$ cat config.mk
export PLATFORM = sky130hd
export DESIGN_NAME = hazard_scoreboard
export DESIGN_NICKNAME = d
export VERILOG_FILES = /design/src/rtl/hazard_pkg.sv /design/src/rtl/reg_countdown.sv /design/src/rtl/hazard_scoreboard.sv
export SDC_FILE = /design/constraint.sdc
export NUM_CORES = 1
export LEC_CHECK = 0
export CAP_MARGIN = 25
export CELL_PAD_IN_SITES_DETAIL_PLACEMENT = 0
export CELL_PAD_IN_SITES_GLOBAL_PLACEMENT = 1
export CORE_ASPECT_RATIO = 1.4
export CORE_MARGIN = 3
export CORE_UTILIZATION = 35
export CTS_CLUSTER_SIZE = 40
export DETAILED_ROUTE_END_ITERATION = 16
export PLACE_DENSITY_LB_ADDON = 0.1
export SYNTH_ARGS = -nofsm -noshare
export SYNTH_HDL_FRONTEND = slang
export SYNTH_SLANG_ARGS = --single-unit
$ cat constraint.sdc
create_clock -name i_clk -period 3.9 [get_ports i_clk]
set_input_delay 0.78 -clock i_clk [delete_from_list [all_inputs] [get_ports i_clk]]
set_output_delay 0.78 -clock i_clk [all_outputs]
set_load 0.01 [all_outputs]
$ cat src/rtl/hazard_pkg.sv
// Shared definitions for the hazard scoreboard: execute-stage producer classes
// and the default pipeline latencies.
package hazard_pkg;

    typedef enum logic [1:0] {
        CLS_ALU  = 2'd0,
        CLS_LOAD = 2'd1,
        CLS_MUL  = 2'd2,
        CLS_DIV  = 2'd3
    } ex_class_e;

    localparam int DEF_ADDR_W   = 5;
    localparam int DEF_LAT_W    = 3;
    localparam int DEF_LOAD_LAT = 1;
    localparam int DEF_MUL_LAT  = 3;

endpackage

$ cat src/rtl/reg_countdown.sv
// One scoreboard slot: a down-counter that is reloaded when a long-latency
// producer for its register leaves EX and reports whether it is still pending.
module reg_countdown #(
    parameter int LAT_W = 3
) (
    input  logic             clk,
    input  logic             srst,
    input  logic             load,
    input  logic [LAT_W-1:0] load_val,
    output logic             nonzero
);

    logic [LAT_W-1:0] cnt_reg;

    // Reload has priority over the decrement; counting stops at zero.
    always_ff @(posedge clk) begin
        if (srst) begin
            cnt_reg <= '0;
        end else if (load) begin
            cnt_reg <= load_val;
        end else if (cnt_reg != '0) begin
            cnt_reg <= cnt_reg - LAT_W'(1);
        end
    end

    assign nonzero = (cnt_reg != '0);

endmodule

$ cat src/rtl/hazard_scoreboard.sv
// Interlock unit: tracks results not yet forwardable (loads, multiplies,
// the variable-latency divider) and stalls Decode on RAW, WAW and divider
// structural hazards.
module hazard_scoreboard
    import hazard_pkg::*;
#(
    parameter int ADDR_W   = DEF_ADDR_W,
    parameter int LAT_W    = DEF_LAT_W,
    parameter int LOAD_LAT = DEF_LOAD_LAT,
    parameter int MUL_LAT  = DEF_MUL_LAT
) (
    input  logic                  i_clk,
    input  logic                  i_reset,
    input  logic                  i_flush,
    input  logic                  i_ex_valid,
    input  logic [ADDR_W-1:0]     i_ex_rd_addr,
    input  logic                  i_ex_rd_wren,
    input  logic [1:0]            i_ex_class,
    input  logic                  i_div_done,
    input  logic [ADDR_W-1:0]     i_dec_rs1_addr,
    input  logic [ADDR_W-1:0]     i_dec_rs2_addr,
    input  logic                  i_dec_rs1_used,
    input  logic                  i_dec_rs2_used,
    input  logic [ADDR_W-1:0]     i_dec_rd_addr,
    input  logic                  i_dec_rd_wren,
    input  logic                  i_dec_is_div,
    output logic                  o_stall,
    output logic                  o_div_busy,
    output logic [(1<<ADDR_W)-1:0] o_pending_mask
);

    localparam int NREG = 1 << ADDR_W;
    localparam logic [LAT_W-1:0] LOAD_CNT = LAT_W'(LOAD_LAT - 1);
    localparam logic [LAT_W-1:0] MUL_CNT  = LAT_W'(MUL_LAT - 1);

    ex_class_e        ex_class;
    logic             capture;
    logic             is_load, is_mul, is_div;
    logic             cnt_load_en;
    logic [LAT_W-1:0] cnt_load_val;
    logic             hit_any;

    logic [NREG-1:0]  cnt_nz;
    logic [NREG-1:0]  busy_vec;
    logic [NREG-1:0]  hit_vec;
    logic [NREG-1:0]  hazard_vec;

    logic             div_busy_reg;
    logic [ADDR_W-1:0] div_rd_reg;

    logic             raw1, raw2, waw, div_struct;

    assign ex_class = ex_class_e'(i_ex_class);
    assign is_load  = (ex_class == CLS_LOAD);
    assign is_mul   = (ex_class == CLS_MUL);
    assign is_div   = (ex_class == CLS_DIV);

    // A flushed EX instruction, a bubble, or a write to x0 never enters the board.
    assign capture = i_ex_valid & i_ex_rd_wren & (i_ex_rd_addr != '0) & ~i_flush;

    // Only producers needing more than one extra cycle occupy a counter; a
    // latency-1 producer is covered entirely by the same-cycle EX hit.
    assign cnt_load_en  = capture & ((is_load & (LOAD_LAT > 1)) | (is_mul & (MUL_LAT > 1)));
    assign cnt_load_val = is_load ? LOAD_CNT : MUL_CNT;

    // Latency-0 producers forward straight out of EX and never hit.
    assign hit_any = capture & ((is_load & (LOAD_LAT >= 1)) | (is_mul & (MUL_LAT >= 1)) | is_div);

    assign cnt_nz[0]   = 1'b0;
    assign busy_vec[0] = 1'b0;
    assign hit_vec[0]  = 1'b0;

    generate
        for (genvar gi = 1; gi < NREG; gi++) begin : g_slot
            logic sel;
            assign sel = (i_ex_rd_addr == ADDR_W'(gi));

            reg_countdown #(
                .LAT_W(LAT_W)
            ) u_cnt (
                .clk     (i_clk),
                .srst    (i_reset),
                .load    (cnt_load_en & sel),
                .load_val(cnt_load_val),
                .nonzero (cnt_nz[gi])
            );

            // The divider releases its destination in the done cycle itself.
            assign busy_vec[gi] = cnt_nz[gi] |
                                  (div_busy_reg & (div_rd_reg == ADDR_W'(gi)) & ~i_div_done);
            assign hit_vec[gi]  = hit_any & sel;
        end
    endgenerate

    assign hazard_vec = busy_vec | hit_vec;

    // Divider ownership: a new divide wins over a retiring one in the same cycle.
    always_ff @(posedge i_clk) begin
        if (i_reset) begin
            div_busy_reg <= 1'b0;
            div_rd_reg   <= '0;
        end else if (capture & is_div) begin
            div_busy_reg <= 1'b1;
            div_rd_reg   <= i_ex_rd_addr;
        end else if (i_div_done) begin
            div_busy_reg <= 1'b0;
        end
    end

    assign raw1       = i_dec_rs1_used & hazard_vec[i_dec_rs1_addr];
    assign raw2       = i_dec_rs2_used & hazard_vec[i_dec_rs2_addr];
    assign waw        = i_dec_rd_wren  & hazard_vec[i_dec_rd_addr];
    assign div_struct = i_dec_is_div & ((div_busy_reg & ~i_div_done) | (capture & is_div));

    assign o_stall        = ~i_reset & (raw1 | raw2 | waw | div_struct);
    assign o_div_busy     = div_busy_reg;
    assign o_pending_mask = busy_vec;

endmodule
==> results.yml <==
status:
  outcome: "finished clean"
critical_path:
  end_kind: "output port"
  critPathArrivalTime_ns: 3.09
  worstSetupPathType: "in -> out"
  crit_path_start_kind: "input port"
  critical_path.cell_chain: "buf_8 -> or3b_4 -> o311ai_4 -> a21oi_4 -> mux4_2 -> a21o_1 -> a311oi_2 -> o31ai_2 -> o311ai_2 -> buf_2"
  cpMaxStageDelayCell: "or3b_4"
  crit_path_max_incr_delay_ns: 0.48
  cp.required_ns: 3.12
  crit_path_max_fanout: 6
detailed_routing:
  dr.first_iter.drc_count: 509
  detail_route.first_pass.iterations: 5
  finalWirelength_um: 26400
  avgViaCountPerCell: 5.42
  num_vias: 7226
  drc: 0
  detail_route.wl_per_cell_um: 19.8
  antenna_violating_nets_post_route: 0
synth:
  synth_warnings: 0
  ys_top_cells_by_area: "dfxtp_1 (29%), ha_1 (11%), mux2i_1 (6.1%)"
  synthCells: 855
  synth_top_cell_area_share_pct: 28.9
  synthesis.area_per_instance_um2: 8.02
  postSynth.asyncResetShare_pct: 0
  syn-cell-area_um2: 6860
  synth_top_flop_cell: "dfxtp_1"
  yosys_register_bits: 99
  post_synth_num_cell_types: 60
  synth_sequential_area_ratio_pct: 28.9
  edff_count_synth: 0
  yosysTopAreaCell: "dfxtp_1"
  yosys.cell_count.top_type: "dfxtp_1"
  netlist_top_cells_count: "dfxtp_1 (99), inv_1 (97), nand2_1 (93), a21oi_1 (65)"
  postSynthNetCount: 949
die:
  ios: 66
  start_util_pct: 36.3
  die-area_um2: 21300
  die_span_y_um: 172
  row_cnt: 59
  core_region_area_um2: 18900
  die_width_um: 124
global_routing:
  largest_net_degree_at_the_start_of_global_routing: 60
  number_of_global_route_vias_before_repair: 7454
  grt.total_usage_pct: 24.5
  globalRouteOverflowTotal: 0
  grt_first_pass_wirelength_um: 41200
  antenna_found_initial: 0
worst_hold_path:
  worst_hold_path_type: "reg -> reg"
cells_and_area:
  area_growth_pct: 45.7
  antennaDiodeCount: 0
  postLayoutCellArea_um2: 9990
  drive_gt1_share_pct: 29.4
  number_of_standard_cells_in_the_final_layout_excluding_fillers: 1334
  finalCoreUtilization_pct: 52.9
  nNetsFinal: 1179
  largest_register_ffs: 93
timing:
  report.final.hold_viol_count: 0
  worst_slew_pin_slew_ns: 0.742
  setup-violations-final: 0
  timing.fmax_mhz: 259
  max_slew_margin_pct: 50.6
  post-route-period-util_pct: 99.2
  fin_worst_skew_ns: 0.00816
  post-route-worst-setup-slack_ns: 0.0315
  finalMaxSlewViolations: 0
  period_minus_slack_ns: 3.87
  rsz0062_at_grt: "true"
placement:
  port-buffer-count: 64
  gp_routability_congestion: 0.936
  post_detailed_placement_cell_area_um2: 8970
  place_ws_ns: -0.945
  dpl.cell_count: 1302
  hpwl_um: 20600
power_and_ir_drop:
  cellPowerDensity_nw_per_um2: 795
  power_leakage_nw: 4.36
  power.ir.vdd_worst_mv: 0.411
job:
  drv_cap: 0
clock_tree:
  clkSinkCount: 99
  inserted_clock_buffers: 9
  cts.root.buffer_cell: "clkbuf_16"
  worst_skew_pair.late_latency_ns: 0.36
  cts_tree: "done"
  clk_transition_reported_paths_ns: 0.07
  ctsHtreeMaxLevel: 3
  cts-root-to-sink-buffers: 2
  cts_hold_buf: 0
==> cells by family after synthesis <==
group	after synthesis	share of synthesized area, %
buffers and inverters	136	7.85
DFF	99	28.9
xor gates and xnor gates	31	3.96
and+or+nand+nor	261	18.7
other	1	0.0547
adders and majority gates	62	11.3
AOI/OAI and AO/OA	210	20.3
muxes	55	8.93
==> critical path: cells and delay by family <==
kind	cells	cell delay [ns]
AOI/OAI and AO/OA	6	1.07
and+or+nand+nor	1	0.48
muxes	1	0.47
buffers and inverters	2	0.28
==> cell usage in the layout, fill, tap and decap left out, types with 8 or more instances in the layout <==
cell type and instances:
clkdlybuf4s50_1 51, nor2b_1 8, a211oi_1 39, nor3_1 11
mux2i_1 41, xnor2_1 31, mux2_2 8, nand3_1 9
a21oi_2 16, inv_1 97, nand2_1 91, clkbuf_16 9
and3_1 33, buf_4 179, a21oi_1 45, nor2_1 53
ha_1 62, o21ai_0 32, buf_6 12, dfxtp_1 98
==> layout make-up <==
cell class                      count  area [um^2]
Clock buffer                        9          225
Clock inverter                      7         75.1
Fill cell                        1818         8910
Inverter                           98          368
Multi-Input combinational cell    621         4940
Sequential cell                    99         1980
Tap cell                          244          305
Timing Repair Buffer              256         2100
==> worst paths after layout <==
check / cells after the start / startpoint / slack, ns / to
max: 10 / i_div_done / 0.03 / o_stall
min: 2 / g_slot[12].u_cnt.cnt_reg[2] / 0.55 / g_slot[12].u_cnt.cnt_reg[2]
max reg2reg: 5 / g_slot[3].u_cnt.cnt_reg[0] / 2.34 / g_slot[3].u_cnt.cnt_reg[1]
min reg2reg: 2 / g_slot[12].u_cnt.cnt_reg[2] / 0.55 / g_slot[12].u_cnt.cnt_reg[2]
==> power by group <==
part | leakage (nW) | internal [mW] | total, mW | switching, mW
clock network | 0.142 | 0.451 | 0.908 | 0.457
registers | 0.821 | 1.43 | 1.62 | 0.195
logic | 3.39 | 2.76 | 5.41 | 2.66
total | 4.36 | 4.64 | 7.94 | 3.31
==> through the flow <==
stage / TNS (ns) / hold slack (ns) / power, mW
after global placement: -0.945 / 0.530 / 6.44
final: 0 / 0.553 / 7.94
after global routing: -0.0468 / 0.580 / 8.56
after floorplan: 0 / 0.488 / 4.34
after CTS: -0.00955 / 0.553 / 7.92
after detailed placement: -0.945 / 0.544 / 6.65
==> routing by layer <==
metal  global-route usage, %  up-vias  share of wire (%)
met5                       0        -                  0
met4                    10.3        0                4.0
met3                    3.20       52                3.5
met2                    45.0      183                 51
met1                    28.7     3510                 41
li1                        -     3481                  -
==> repair_timing <==
action                     4_1_cts  5_1_grt
setup buffers                   10        6
hold endpoints to repair         0        0
pin swaps                       24       17
setup endpoints to repair        1        1
cloned                           1        0
resized for setup              130       35
Power figures use the tool's default switching activity.
